--- src/rtl/tsp16_pkg.sv ---
// Shared types and field positions for the TSP16 decode stage.
// Instruction layout: [15:12] opcode, [11:9] rd, [8:6] rm, [5:3] rn, low bits immediate.
package tsp16_pkg;

    localparam int XLEN     = 16;
    localparam int NUM_REGS = 8;
    localparam int REG_W    = $clog2(NUM_REGS);

    localparam int OPC_LSB  = 12;
    localparam int RD_LSB   = 9;
    localparam int RM_LSB   = 6;
    localparam int RN_LSB   = 3;
    localparam int IMM6_W   = 6;
    localparam int IMM9_W   = 9;
    localparam int IMM12_W  = 12;

    typedef enum logic [3:0] {
        OP_ADD  = 4'h0,
        OP_SUB  = 4'h1,
        OP_AND  = 4'h2,
        OP_OR   = 4'h3,
        OP_MOVI = 4'h4,
        OP_LDR  = 4'h5,
        OP_STR  = 4'h6,
        OP_B    = 4'h7,
        OP_CMP  = 4'h8,
        OP_NOP  = 4'hF
    } opcode_e;

    typedef logic [REG_W-1:0] reg_num_t;

    typedef struct packed {
        logic writes_rd;
        logic uses_rm;
        logic uses_rn;
        logic illegal;
    } usage_t;

    // opcode kept as raw bits so undefined encodings 9..E survive to execute
    typedef struct packed {
        logic [XLEN-1:0] pc;
        logic [XLEN-1:0] instr;
        logic [3:0]      opcode;
        reg_num_t        rd;
        reg_num_t        rm;
        reg_num_t        rn;
        logic [XLEN-1:0] imm;
        usage_t          flags;
    } decoded_instr_t;

endpackage

--- src/rtl/pipeline_decode_if.sv ---
// Fetch / execute / writeback signal bundle around the decode stage.
// slave is the decode side, master is whoever drives fetch and consumes decode output.
interface pipeline_decode_if;
    import tsp16_pkg::*;

    logic                 fetch_valid;
    logic [XLEN-1:0]      fetch_instr;
    logic [XLEN-1:0]      fetch_pc;
    logic                 decode_ready;
    logic                 stall_decode;
    logic                 flush;
    logic                 out_valid;
    logic                 out_ready;
    logic [XLEN-1:0]      out_pc;
    logic [XLEN-1:0]      out_instr;
    logic [3:0]           out_opcode;
    logic [REG_W-1:0]     out_rd;
    logic [REG_W-1:0]     rm_num;
    logic [REG_W-1:0]     rn_num;
    logic [XLEN-1:0]      out_imm;
    logic                 out_writes_rd;
    logic                 out_uses_rm;
    logic                 out_uses_rn;
    logic                 out_illegal;
    logic                 writeback_write;
    logic [REG_W-1:0]     writeback_writenum;

    modport master (
        output fetch_valid, fetch_instr, fetch_pc, flush, out_ready,
               writeback_write, writeback_writenum,
        input  decode_ready, stall_decode, out_valid, out_pc, out_instr,
               out_opcode, out_rd, rm_num, rn_num, out_imm,
               out_writes_rd, out_uses_rm, out_uses_rn, out_illegal
    );

    modport slave (
        input  fetch_valid, fetch_instr, fetch_pc, flush, out_ready,
               writeback_write, writeback_writenum,
        output decode_ready, stall_decode, out_valid, out_pc, out_instr,
               out_opcode, out_rd, rm_num, rn_num, out_imm,
               out_writes_rd, out_uses_rm, out_uses_rn, out_illegal
    );

endinterface

--- src/rtl/decode_scoreboard.sv ---
// Per-register busy bits for instructions past decode, plus the RAW/WAW hazard query
// for the instruction currently offered by fetch.
module decode_scoreboard
    import tsp16_pkg::*;
(
    input  logic     clk,
    input  logic     reset,
    input  logic     set_en,
    input  reg_num_t set_num,
    input  logic     clr_en,
    input  reg_num_t clr_num,
    input  logic     held_busy,
    input  reg_num_t held_num,
    input  logic     q_writes_rd,
    input  logic     q_uses_rm,
    input  logic     q_uses_rn,
    input  reg_num_t q_rd,
    input  reg_num_t q_rm,
    input  reg_num_t q_rn,
    output logic     hazard
);

    logic [NUM_REGS-1:0] busy_q;
    logic [NUM_REGS-1:0] busy_d;
    logic [NUM_REGS-1:0] in_flight;

    // set after clear so a same-cycle set/clear of one register leaves it busy
    always_comb begin
        busy_d = busy_q;
        if (clr_en) busy_d[clr_num] = 1'b0;
        if (set_en) busy_d[set_num] = 1'b1;
    end

    // retiring register counts as free (bypass); the held output stage counts as a writer
    always_comb begin
        in_flight = busy_q;
        if (clr_en)    in_flight[clr_num]  = 1'b0;
        if (held_busy) in_flight[held_num] = 1'b1;
    end

    assign hazard = (q_writes_rd && in_flight[q_rd])
                 || (q_uses_rm   && in_flight[q_rm])
                 || (q_uses_rn   && in_flight[q_rn]);

    always_ff @(posedge clk) begin
        if (reset) busy_q <= '0;
        else       busy_q <= busy_d;
    end

endmodule

--- src/rtl/pipeline_decode.sv ---
// TSP16 decode stage: field split and sign extension, hazard stall against in-flight
// writers, and a single registered output slot toward execute.
module pipeline_decode
    import tsp16_pkg::*;
(
    input  logic             clk,
    input  logic             reset,
    pipeline_decode_if.slave bus
);

    decoded_instr_t dec;
    decoded_instr_t held_q;
    logic           held_valid_q;
    logic           hazard;
    logic           accept;
    logic           consume;

    always_comb begin
        dec        = '0;
        dec.pc     = bus.fetch_pc;
        dec.instr  = bus.fetch_instr;
        dec.opcode = bus.fetch_instr[OPC_LSB +: 4];
        dec.rd     = bus.fetch_instr[RD_LSB +: REG_W];
        dec.rm     = bus.fetch_instr[RM_LSB +: REG_W];
        dec.rn     = bus.fetch_instr[RN_LSB +: REG_W];
        case (bus.fetch_instr[OPC_LSB +: 4])
            OP_ADD, OP_SUB, OP_AND, OP_OR: begin
                dec.flags.writes_rd = 1'b1;
                dec.flags.uses_rm   = 1'b1;
                dec.flags.uses_rn   = 1'b1;
            end
            OP_MOVI: begin
                dec.flags.writes_rd = 1'b1;
                dec.imm = {{(XLEN-IMM9_W){bus.fetch_instr[IMM9_W-1]}},
                           bus.fetch_instr[IMM9_W-1:0]};
            end
            OP_LDR: begin
                dec.flags.writes_rd = 1'b1;
                dec.flags.uses_rm   = 1'b1;
                dec.imm = {{(XLEN-IMM6_W){bus.fetch_instr[IMM6_W-1]}},
                           bus.fetch_instr[IMM6_W-1:0]};
            end
            OP_STR: begin
                dec.flags.uses_rm = 1'b1;
                dec.flags.uses_rn = 1'b1;
                dec.imm = {{(XLEN-IMM6_W){bus.fetch_instr[IMM6_W-1]}},
                           bus.fetch_instr[IMM6_W-1:0]};
            end
            OP_B: begin
                dec.imm = {{(XLEN-IMM12_W){bus.fetch_instr[IMM12_W-1]}},
                           bus.fetch_instr[IMM12_W-1:0]};
            end
            OP_CMP: begin
                dec.flags.uses_rm = 1'b1;
                dec.flags.uses_rn = 1'b1;
            end
            OP_NOP: ;
            default: dec.flags.illegal = 1'b1;
        endcase
    end

    decode_scoreboard u_scoreboard (
        .clk         (clk),
        .reset       (reset),
        .set_en      (consume && held_q.flags.writes_rd),
        .set_num     (held_q.rd),
        .clr_en      (bus.writeback_write),
        .clr_num     (bus.writeback_writenum),
        .held_busy   (held_valid_q && held_q.flags.writes_rd && !bus.flush),
        .held_num    (held_q.rd),
        .q_writes_rd (dec.flags.writes_rd),
        .q_uses_rm   (dec.flags.uses_rm),
        .q_uses_rn   (dec.flags.uses_rn),
        .q_rd        (dec.rd),
        .q_rm        (dec.rm),
        .q_rn        (dec.rn),
        .hazard      (hazard)
    );

    assign bus.decode_ready = !reset && !bus.flush && !hazard && (!held_valid_q || bus.out_ready);
    assign bus.stall_decode = !reset && bus.fetch_valid && hazard;
    assign accept           = bus.fetch_valid && bus.decode_ready;
    assign consume          = held_valid_q && bus.out_ready && !bus.flush;

    // a flushed instruction just disappears; it never reaches the busy vector
    always_ff @(posedge clk) begin
        if (reset) begin
            held_valid_q <= 1'b0;
            held_q       <= '0;
        end else if (accept) begin
            held_valid_q <= 1'b1;
            held_q       <= dec;
        end else if (bus.flush || bus.out_ready) begin
            held_valid_q <= 1'b0;
        end
    end

    assign bus.out_valid     = held_valid_q;
    assign bus.out_pc        = held_q.pc;
    assign bus.out_instr     = held_q.instr;
    assign bus.out_opcode    = held_q.opcode;
    assign bus.out_rd        = held_q.rd;
    assign bus.rm_num        = held_q.rm;
    assign bus.rn_num        = held_q.rn;
    assign bus.out_imm       = held_q.imm;
    assign bus.out_writes_rd = held_q.flags.writes_rd;
    assign bus.out_uses_rm   = held_q.flags.uses_rm;
    assign bus.out_uses_rn   = held_q.flags.uses_rn;
    assign bus.out_illegal   = held_q.flags.illegal;

endmodule

--- src/flat_wrapper.sv ---
// flat-port wrapper written by rule: the top's interface ports become plain ports
module pipeline_decode_flat import tsp16_pkg::*;
  (clk, reset, bus_fetch_valid, bus_fetch_instr, bus_fetch_pc, bus_flush, bus_out_ready, bus_writeback_write, bus_writeback_writenum, bus_decode_ready, bus_stall_decode, bus_out_valid, bus_out_pc, bus_out_instr, bus_out_opcode, bus_out_rd, bus_rm_num, bus_rn_num, bus_out_imm, bus_out_writes_rd, bus_out_uses_rm, bus_out_uses_rn, bus_out_illegal);
  pipeline_decode_if bus_i ();
  input  logic clk;
  input  logic reset;
  input wire logic [$bits(bus_i.fetch_valid)-1:0] bus_fetch_valid;
  input wire logic [$bits(bus_i.fetch_instr)-1:0] bus_fetch_instr;
  input wire logic [$bits(bus_i.fetch_pc)-1:0] bus_fetch_pc;
  input wire logic [$bits(bus_i.flush)-1:0] bus_flush;
  input wire logic [$bits(bus_i.out_ready)-1:0] bus_out_ready;
  input wire logic [$bits(bus_i.writeback_write)-1:0] bus_writeback_write;
  input wire logic [$bits(bus_i.writeback_writenum)-1:0] bus_writeback_writenum;
  output wire logic [$bits(bus_i.decode_ready)-1:0] bus_decode_ready;
  output wire logic [$bits(bus_i.stall_decode)-1:0] bus_stall_decode;
  output wire logic [$bits(bus_i.out_valid)-1:0] bus_out_valid;
  output wire logic [$bits(bus_i.out_pc)-1:0] bus_out_pc;
  output wire logic [$bits(bus_i.out_instr)-1:0] bus_out_instr;
  output wire logic [$bits(bus_i.out_opcode)-1:0] bus_out_opcode;
  output wire logic [$bits(bus_i.out_rd)-1:0] bus_out_rd;
  output wire logic [$bits(bus_i.rm_num)-1:0] bus_rm_num;
  output wire logic [$bits(bus_i.rn_num)-1:0] bus_rn_num;
  output wire logic [$bits(bus_i.out_imm)-1:0] bus_out_imm;
  output wire logic [$bits(bus_i.out_writes_rd)-1:0] bus_out_writes_rd;
  output wire logic [$bits(bus_i.out_uses_rm)-1:0] bus_out_uses_rm;
  output wire logic [$bits(bus_i.out_uses_rn)-1:0] bus_out_uses_rn;
  output wire logic [$bits(bus_i.out_illegal)-1:0] bus_out_illegal;
  assign bus_i.fetch_valid = bus_fetch_valid;
  assign bus_i.fetch_instr = bus_fetch_instr;
  assign bus_i.fetch_pc = bus_fetch_pc;
  assign bus_i.flush = bus_flush;
  assign bus_i.out_ready = bus_out_ready;
  assign bus_i.writeback_write = bus_writeback_write;
  assign bus_i.writeback_writenum = bus_writeback_writenum;
  assign bus_decode_ready = bus_i.decode_ready;
  assign bus_stall_decode = bus_i.stall_decode;
  assign bus_out_valid = bus_i.out_valid;
  assign bus_out_pc = bus_i.out_pc;
  assign bus_out_instr = bus_i.out_instr;
  assign bus_out_opcode = bus_i.out_opcode;
  assign bus_out_rd = bus_i.out_rd;
  assign bus_rm_num = bus_i.rm_num;
  assign bus_rn_num = bus_i.rn_num;
  assign bus_out_imm = bus_i.out_imm;
  assign bus_out_writes_rd = bus_i.out_writes_rd;
  assign bus_out_uses_rm = bus_i.out_uses_rm;
  assign bus_out_uses_rn = bus_i.out_uses_rn;
  assign bus_out_illegal = bus_i.out_illegal;
  pipeline_decode u_core (.clk(clk), .reset(reset), .bus(bus_i));
endmodule
--- config.mk ---
export PLATFORM = sky130hd
export DESIGN_NAME = pipeline_decode_flat
export DESIGN_NICKNAME = d
export VERILOG_FILES = /design/src/rtl/tsp16_pkg.sv /design/src/rtl/pipeline_decode_if.sv /design/src/rtl/decode_scoreboard.sv /design/src/rtl/pipeline_decode.sv /design/src/flat_wrapper.sv
export SDC_FILE = /design/constraint.sdc
export NUM_CORES = 1
export LEC_CHECK = 0
export ABC_AREA = 1
export BUFFER_PORTS_ARGS = -buffer_cell sky130_fd_sc_hd__buf_2
export CAP_MARGIN = 20
export CORE_MARGIN = 2
export CORE_UTILIZATION = 50
export DETAILED_ROUTE_END_ITERATION = 8
export PLACE_DENSITY = 0.82
export SLEW_MARGIN = 0
export SYNTH_ARGS = -nofsm -noshare
export SYNTH_HDL_FRONTEND = slang
export SYNTH_HIERARCHICAL = 1
export SYNTH_SLANG_ARGS = --single-unit
--- constraint.sdc ---
create_clock -name clk -period 5.2 [get_ports clk]
set_clock_uncertainty 0.05 [all_clocks]
set_input_delay 0.78 -clock clk [delete_from_list [all_inputs] [get_ports clk]]
set_output_delay 0.78 -clock clk [all_outputs]
set_load 0.01 [all_outputs]
==> metrics.txt, run 1 <==
drt pass-1 iters=5; antenna violations before repair=0; RSZ-0062 raised after global routing=false; H-tree Lvls=3; routability congestion estimate=0.944; die area=6180 µm²; first-pass GRT wire length=11.8 mm; most common library cell in the layout ignoring fill and taps=buf_2; Hold Path Class=register to register; P per Cell Area=between 200 and 300 nW/µm²; Std-Cell Rows=27; hold-critical path depth=2; synthesis-to-finish area growth=20.6%; Hold Buf Count CTS=0; Pleak=1.74 nW; PortBufs=108; die height=a little under 80 µm; Antenna Nets Post-Route=0; Ports=approximately 110; DR WL/cell=12.7 µm; largest family of logic cells by synthesized area=simple AND/OR/NAND/NOR gates; Total GRT Usage=0.241; CP Capture Type=register; yosys warns=6; Final Setup Violations=0; HP Start=u_core/bus.out_imm[3]; DR iter-0 viols=approximately 240; commonest non-fill, non-tap cells in the layout=108 x buf_2, 73 x nor2_1, 66 x nand2_1; drt total wl=a little over 7 mm; Die Width=78.6 µm; grt ovf=0; Root Buffer=clkbuf_8; Synth Area in Simple Gates=0.331; period utilisation layout=0.649; CTS Buffer Depth=2; DR vias/cell=between 5 and 6; Period minus WS final=between 3000 and 4000 ps; Synth Area in Adders=0; HPWL after DPL=5.09 mm; Net count, final=approximately 530; sequential area share after synthesis=0.410; largest net degree at the start of global routing=50; Clk pin slew, worst setup/hold paths=about 60 ps; largest fanout on the critical path=around 50; total core area=5440 µm²; worst r2r path cells=13; Syn Inst Count=~400; Peak VDD IR=around 0.24 mV; MaxCap Viol Count=0; Final Hold Violating Endpoints=0; Fmax=296 MHz; share of flip-flops with an asynchronous set or reset=0; CP Launch Point=bus_flush; layout cells sized above 1=0.271; routed vias=2964; Worst EP arrival=between 3000 and 4000 ps; pre-CTS setup slack=about 1500 ps; Syn Nets=between 400 and 500; Num CTS Buffers=9; Netlist Area Pre-Place=approximately 2800 µm²; total negative slack=0 ps; xor and xnor area share after synthesis=0; fill count=about 500; Post-CTS Setup Inserts=0; post-CTS resize count=0; Primary FF master, synth=dfxtp_1; final slew viol count=0; Antenna Cells=0; Initial Util=0.512; Final Worst Setup Slack=about 1800 ps; status=finished clean; worst r2r src=u_core/bus.out_instr[11]; clk sinks=57; Yosys cell types=24; CTS tree=built; mux share of post-synthesis cell area=0; Least-Margin Pin Slew=around 900 ps; Hold Slack=roughly 420 ps; critical setup path kind=primary input to register; vias in the first global route=roughly 2700; Avg Inst Size Synth=6.83 µm²; required time of the critical path=between 5000 and 6000 ps; compound-cell area share of the yosys netlist=0.126; worst relative slew slack=0.397; DRC Markers=0; Yosys reg bits=57; CP startpoint kind=primary input; Post-synth EDFFs=0; worst skew pair latency=340 ps
-- cell type report --
type | count | area [µm²] | share of cell area
Tap cell | 72 | 90.1 | 0.0268
Clock inverter | 2 | 12.5 | 0.00373
Timing Repair Buffer | 108 | 541 | 0.161
Sequential cell | 57 | 1140 | 0.340
Inverter | 37 | 139 | 0.0414
Multi-Input combinational cell | 280 | 1270 | 0.379
Clock buffer | 14 | 163 | 0.0484
-- final timing paths --
path | to | slack (ps)
hold reg to reg | u_core/bus.out_imm[3] | 420
setup reg to reg | u_core/bus.out_instr[14] | 1970
setup / recovery | u_core/bus.out_instr[14] | 1830
hold / removal | u_core/bus.out_imm[3] | 420
-- logic make-up after synthesis --
group / count (synthesis)
buffers and inverters: 71
and+or+nand+nor: 214
AOI/OAI and AO/OA: 66
DFF: 57
-- critical path: stages --
cell      delay [ps]
buf_2            120
nor3_1            90
nand2_1           80
clkinv_1         100
nand2_1          140
nand3_1           90
nand3_1          110
nand3_1           70
nand3_1           80
nand3_1           80
inv_1             90
nand3_2          110
nor2_4           700
inv_2            590
nor2_1           240
nor2_1            80
-- stage by stage --
| step | util | power (mW) | instances | cell area [µm²] |
|---|---|---|---|---|
| 2_1_floorplan | - | 0.546 | 408 | 2790 |
| 3_3_place_gp | 0.585 | 0.589 | 554 | 3180 |
| 3_5_place_dp | 0.585 | 0.591 | 554 | 3180 |
| 4_1_cts | 0.617 | 0.953 | 570 | 3360 |
| 5_1_grt | 0.617 | 0.991 | 570 | 3360 |
| 6_report | 0.617 | 0.952 | 570 | 3360 |
-- cells in the mapped netlist (3+ instances only) --
library cell | number | area, µm²
o21ai_0 | 32 | 160
nor2_1 | 73 | 274
clkbuf_1 | 8 | 30.0
dfxtp_1 | 57 | 1140
buf_6 | 5 | 56.3
o21ai_2 | 4 | 35.0
nand2_1 | 66 | 248
buf_4 | 17 | 128
a21oi_1 | 28 | 140
buf_2 | 3 | 15.0
nand3_1 | 61 | 305
inv_1 | 34 | 128
nand2_2 | 5 | 31.3
-- metal layers --
layer / GRT usage / part of all wire / routed length, µm / vias up
li1: - / - / - / 1472
met1: 0.294 / 0.42 / 3050 / 1313
met2: 0.390 / 0.45 / 3270 / 157
met3: 0.0724 / 0.10 / 735 / 22
met4: 0.111 / 0.026 / 192 / 0
met5: 0 / 0 / 0 / -
-- flip-flops by register name, summed over array words and instances (netlist names) --
name / flops
u_core/bus.out_uses_rn: 1
u_core/bus.out_imm: 12
u_core/u_scoreboard/busy_q: 8
u_core/bus.out_uses_rm: 1
u_core/bus.out_illegal: 1
u_core/bus.out_pc: 16
u_core/bus.out_writes_rd: 1
u_core/bus.out_valid: 1
u_core/bus.out_instr: 16
-- report_power, final --
group,internal [mW],switching (mW)
registers,0.451,0.0104
clock network,0.198,0.171
logic,0.0443,0.0769
total,0.694,0.258
No activity file was read; power rests on OpenSTA's default activity.
==> inputs of run 2 (changes only) <==
--- a/config.mk
+++ b/config.mk
@@ -9,9 +9,9 @@
 export BUFFER_PORTS_ARGS = -buffer_cell sky130_fd_sc_hd__buf_2
 export CAP_MARGIN = 20
 export CORE_MARGIN = 2
-export CORE_UTILIZATION = 50
+export CORE_UTILIZATION = 49
 export DETAILED_ROUTE_END_ITERATION = 8
-export PLACE_DENSITY = 0.82
+export PLACE_DENSITY = 0.8
 export SLEW_MARGIN = 0
 export SYNTH_ARGS = -nofsm -noshare
 export SYNTH_HDL_FRONTEND = slang
==> constraint.sdc (replaced) <==
create_clock -name clk -period 3.4 [get_ports clk]
set_clock_uncertainty 0.05 [all_clocks]
set_input_delay 0.51 -clock clk [delete_from_list [all_inputs] [get_ports clk]]
set_output_delay 0.51 -clock clk [all_outputs]
set_load 0.01 [all_outputs]
==> metrics.txt, run 2 (synthesis gave the netlist of run 1 again) <==
vias in the first global route=2660; drt total wl=between 7 and 8 mm; Die Width=roughly 80 µm; Final Setup Violations=0; fin cells=between 500 and 600; drt pass-1 iters=5; Antenna Cells=0; DR vias/cell=between 5 and 6; grt met2 use=0.388; P per Cell Area=approximately 490 nW/µm²; Ports=between 100 and 150; switching fraction of total power=0.239; Num CTS Buffers=9; final slew viol count=0; Peak VDD IR=between 0.3 and 0.4 mV; Most Frequent Cell on Critical Path=nand3_1; antenna violations before repair=0; most common library cell in the layout ignoring fill and taps=buf_2; CP Capture Type=primary output; die area=roughly 6300 µm²; grt ovf=0; total negative slack=0 ps; Period minus WS final=2900 ps; HPWL after DPL=5.40 mm; status=finished clean; Fmax=345 MHz; period utilisation layout=0.853; RSZ-0062 raised after global routing=false; worst reg-to-reg setup slack=710 ps; Seq pwr share=0.417; commonest non-fill, non-tap cells in the layout=108 x buf_2, 73 x nor2_1, 66 x nand2_1; critical setup path kind=register to primary output; layout cells sized above 1=0.281; CTS tree=built; cell family with most CP delay=simple AND/OR/NAND/NOR gates; Std-Cell Rows=27; Worst path depth=13; Net count, final=between 500 and 600; synthesis-to-finish area growth=24.5%; Pleak=about 1.8 nW; H-tree Lvls=3; CP startpoint kind=register; PortBufs=roughly 110; CP Launch Point=u_core/bus.out_writes_rd; MaxCap Viol Count=0; DP Cell Count=~560; Hold Buf Count CTS=0; worst path buffer plus inverter count=4; Final Hold Violating Endpoints=0; FF/Latch Area=approximately 1100 µm²; required time of the critical path=2840 ps; Setup crit end=bus_stall_decode; DR WL/cell=13.1 µm; largest fanout on the critical path=4; sw power=0.404 mW; first-pass GRT wire length=between 10 and 15 mm; crit-path max cell delay=370 ps; Clk pin slew, worst setup/hold paths=about 70 ps; DRC Markers=0; Multi-input gate area=1270 µm²; Clock power frac=0.471; Antenna Nets Post-Route=0; worst relative slew slack=0.523; Root Buffer=clkbuf_8; Initial Util=0.506; largest net degree at the start of global routing=31; Power Internal=between 1 and 1.5 mW; met3 global-route usage=0.0509; Hold Path Class=primary input to register; crit path cell chain=inv_1, nor3_1, inv_1, nor2_2, nand2_1, nand3_1, nand3_1, nand3_1, nand3_1, nand3_1, inv_1, nor3_1, buf_2; total core area=5510 µm²; fill count=between 500 and 600; grt met1 use=0.314; clk sinks=57; Total GRT Usage=0.242; CTS Buffer Depth=2; DR iter-0 viols=230; post-CTS resize count=0; die height=~79 µm; combinational fraction of design power=0.112; Least-Margin Pin Slew=713 ps; worst skew pair latency=between 300 and 400 ps; Top Usage Layer GRT=met2; Post-CTS Setup Inserts=0; worst r2r src=u_core/bus.out_instr[11]; worst reg2reg endpoint=u_core/bus.out_imm[0]; Slowest-stage cell, CP=dfxtp_1; Worst EP arrival=about 2300 ps; routability congestion estimate=between 0.9 and 1; worst r2r path cells=13; routed vias=around 3000
[run 2: changes by cell type in the layout (fill, tap and decap cells not counted)]
cell	before	now
clkbuf_1	3	1
clkinvlp_4	1	0
buf_4	0	4
bufinv_16	0	3
clkinv_2	1	0
clkinv_4	0	1
[run 2: power by group through the flow]
stage	Clock, mW	Combinational [mW]	Sequential, mW
6_report	0.797	0.189	0.707
5_1_grt	0.843	0.210	0.709
2_1_floorplan	0	0.106	0.729
3_5_place_dp	0	0.188	0.721
3_3_place_gp	0	0.186	0.720
4_1_cts	0.809	0.189	0.707
[run 2: area by class of cell]
| class | count | area share |
|---|---|---|
| Clock buffer | 12 | 0.0447 |
| Clock inverter | 4 | 0.0285 |
| Inverter | 37 | 0.0401 |
| Multi-Input combinational cell | 280 | 0.367 |
| Sequential cell | 57 | 0.329 |
| Tap cell | 72 | 0.0260 |
| Timing Repair Buffer | 112 | 0.165 |
[run 2: worst min-delay path by stage]
stage,startpoint,end,slack [ps],cells after the start
after floorplan,u_core/u_scoreboard/busy_q[5],u_core/u_scoreboard/busy_q[5],420,2
after CTS,bus_fetch_pc[12],u_core/bus.out_pc[12],340,3
final,bus_fetch_pc[12],u_core/bus.out_pc[12],350,3
after global placement,u_core/bus.out_instr[0],u_core/bus.out_instr[0],400,2
after detailed placement,u_core/bus.out_imm[6],u_core/bus.out_imm[6],410,2
after global routing,bus_fetch_pc[8],u_core/bus.out_pc[8],360,3
[run 2: metal layers]
layer / vias to the layer above / share of wire
met5: - / 0
met4: 0 / 0.014
met3: 12 / 0.075
met2: 134 / 0.48
met1: 1298 / 0.43
li1: 1476 / -
[run 2: tightest hold or removal path, cell delays in order]
cell and delay (ps):
buf_2 80, nor2_1 30, nor2_1 80
[run 2: stage by stage]
| stage | hold WS, ps | worst slack [ps] | area (µm²) | util | total power [mW] |
|---|---|---|---|---|---|
| global route | 356 | 252 | 3470 | 0.630 | 1.76 |
| finish | 353 | 501 | 3470 | 0.630 | 1.69 |
| floorplan | 415 | 1070 | 2790 | - | 0.836 |
| CTS | 341 | 525 | 3470 | 0.630 | 1.70 |
| detailed placement | 406 | 539 | 3210 | 0.584 | 0.908 |
| global placement | 398 | 626 | 3210 | 0.584 | 0.906 |
==> inputs of run 3 (changes only) <==
--- a/config.mk
+++ b/config.mk
@@ -8,7 +8,6 @@
 export ABC_AREA = 1
 export BUFFER_PORTS_ARGS = -buffer_cell sky130_fd_sc_hd__buf_2
 export CAP_MARGIN = 20
-export CORE_MARGIN = 2
 export CORE_UTILIZATION = 49
 export DETAILED_ROUTE_END_ITERATION = 8
 export PLACE_DENSITY = 0.8
==> metrics.txt, run 3 (synthesis gave the netlist of run 1 again) <==
status=finished clean; Num CTS Buffers=9; drt total wl=between 7 and 8 mm; DR WL/cell=approximately 13 µm; HPWL after DPL=5.32 mm; grt ovf=0; first-pass GRT wire length=roughly 12 mm; Worst EP arrival=2260 ps; combinational fraction of design power=0.132; Hold Buf Count CTS=0; sw power=around 0.4 mW; RSZ-0062 raised after global routing=false; DR iter-0 viols=300; Clk pin slew, worst setup/hold paths=about 70 ps; Clock power frac=0.378; worst skew pair latency=roughly 320 ps; total negative slack=0 ps; synthesis-to-finish area growth=21.7%; die area=approximately 6000 µm²; antenna violations before repair=0; CP Capture Type=primary output; die height=77.4 µm; total core area=around 5500 µm²; fin area=3390 µm²; FF/Latch Area=~1100 µm²; Antenna Nets Post-Route=0; layout cells sized above 1=0.279; P per Cell Area=approximately 430 nW/µm²; Post-CTS Setup Inserts=0; H-tree Lvls=3; Final Setup Violations=0; most common library cell in the layout ignoring fill and taps=buf_2; largest net degree at the start of global routing=49; commonest non-fill, non-tap cells in the layout=108 x buf_2, 73 x nor2_1, 66 x nand2_1; Pwr Total=1.44 mW; drt pass-1 iters=5; Period minus WS final=about 2800 ps; largest fanout on the critical path=4; Total GRT Usage=0.250; Power Internal=between 1 and 1.5 mW; critical setup path kind=register to primary output; post-CTS resize count=0; vias in the first global route=2580; Die Width=about 77 µm; CP startpoint kind=register; Root Buffer=clkbuf_8; Antenna Cells=0; DR vias/cell=5.19; Hold Path Class=primary input to register; HP Start=bus_fetch_pc[6]; Hold Slack=roughly 350 ps; routability congestion estimate=0.950; clk sinks=57; Peak VDD IR=~0.26 mV; required time of the critical path=2840 ps; Multi-input gate area=1270 µm²; Pleak=about 1.8 nW; Initial Util=0.506; worst reg-to-reg setup slack=about 940 ps; MaxCap Viol Count=0; Fmax=about 350 MHz; final slew viol count=0; worst r2r src=u_core/bus.out_valid; DRC Markers=0; worst relative slew slack=0.534; Seq pwr share=0.490; routed vias=about 3000; CP Launch Point=u_core/bus.out_valid; Std-Cell Rows=27; dpl cell area=around 3200 µm²; PortBufs=roughly 110; period utilisation layout=0.829; CTS tree=built; fill count=between 500 and 600; CTS Buffer Depth=2; switching fraction of total power=0.277; Net count, final=537; Final Hold Violating Endpoints=0; Least-Margin Pin Slew=approximately 700 ps; Ports=approximately 110
==> run 3: path summary, 6_finish.rpt <==
path / endpoint / cells after the start
max: bus_stall_decode / 13
min: u_core/bus.out_pc[6] / 3
max reg2reg: u_core/bus.out_imm[4] / 17
min reg2reg: u_core/bus.out_imm[6] / 2
==> run 3: cell type report <==
cell class	instances	area share
clock buffers	11	0.0417
clock inverters	5	0.00923
inverters	37	0.0410
multi-input cells	280	0.375
flip-flops and latches	57	0.337
well taps	72	0.0266
repair buffers	111	0.170
==> run 3: metal layers <==
layer  wire length (µm)  track usage  up-vias
met5                  0            0        -
met1               3220        0.319     1349
met4                126        0.115        0
met3                512       0.0565       20
li1                   -            -     1479
met2               3410        0.400      128
==> run 3: critical path, cell delays in order, from the launching register on <==
cell and delay [ps]:
dfxtp_1 350, inv_1 60, nor3_1 350, inv_1 100, nor2_2 130, nand2_1 120, nand3_1 100, nand3_1 60
nand3_1 90, nand3_1 80, nand3_1 100, inv_1 60, nor3_1 160, buf_2 170
==> run 3: power by group through the flow <==
stage          Clock, mW  Combinational (mW)  Sequential, mW
2_1_floorplan          0               0.106           0.729
3_3_place_gp           0               0.188           0.720
3_5_place_dp           0               0.190           0.720
4_1_cts            0.556               0.190           0.706
5_1_grt            0.597               0.211           0.708
6_report           0.545               0.191           0.706
==> run 3: per-stage QoR <==
| step | utilization | std cells | worst slack (ps) |
|---|---|---|---|
| 2_1_floorplan | - | 408 | 1070 |
| 6_report | 0.616 | 573 | 581 |
| 3_5_place_dp | 0.584 | 557 | 685 |
| 5_1_grt | 0.616 | 573 | 297 |
| 3_3_place_gp | 0.584 | 557 | 647 |
| 4_1_cts | 0.616 | 573 | 587 |
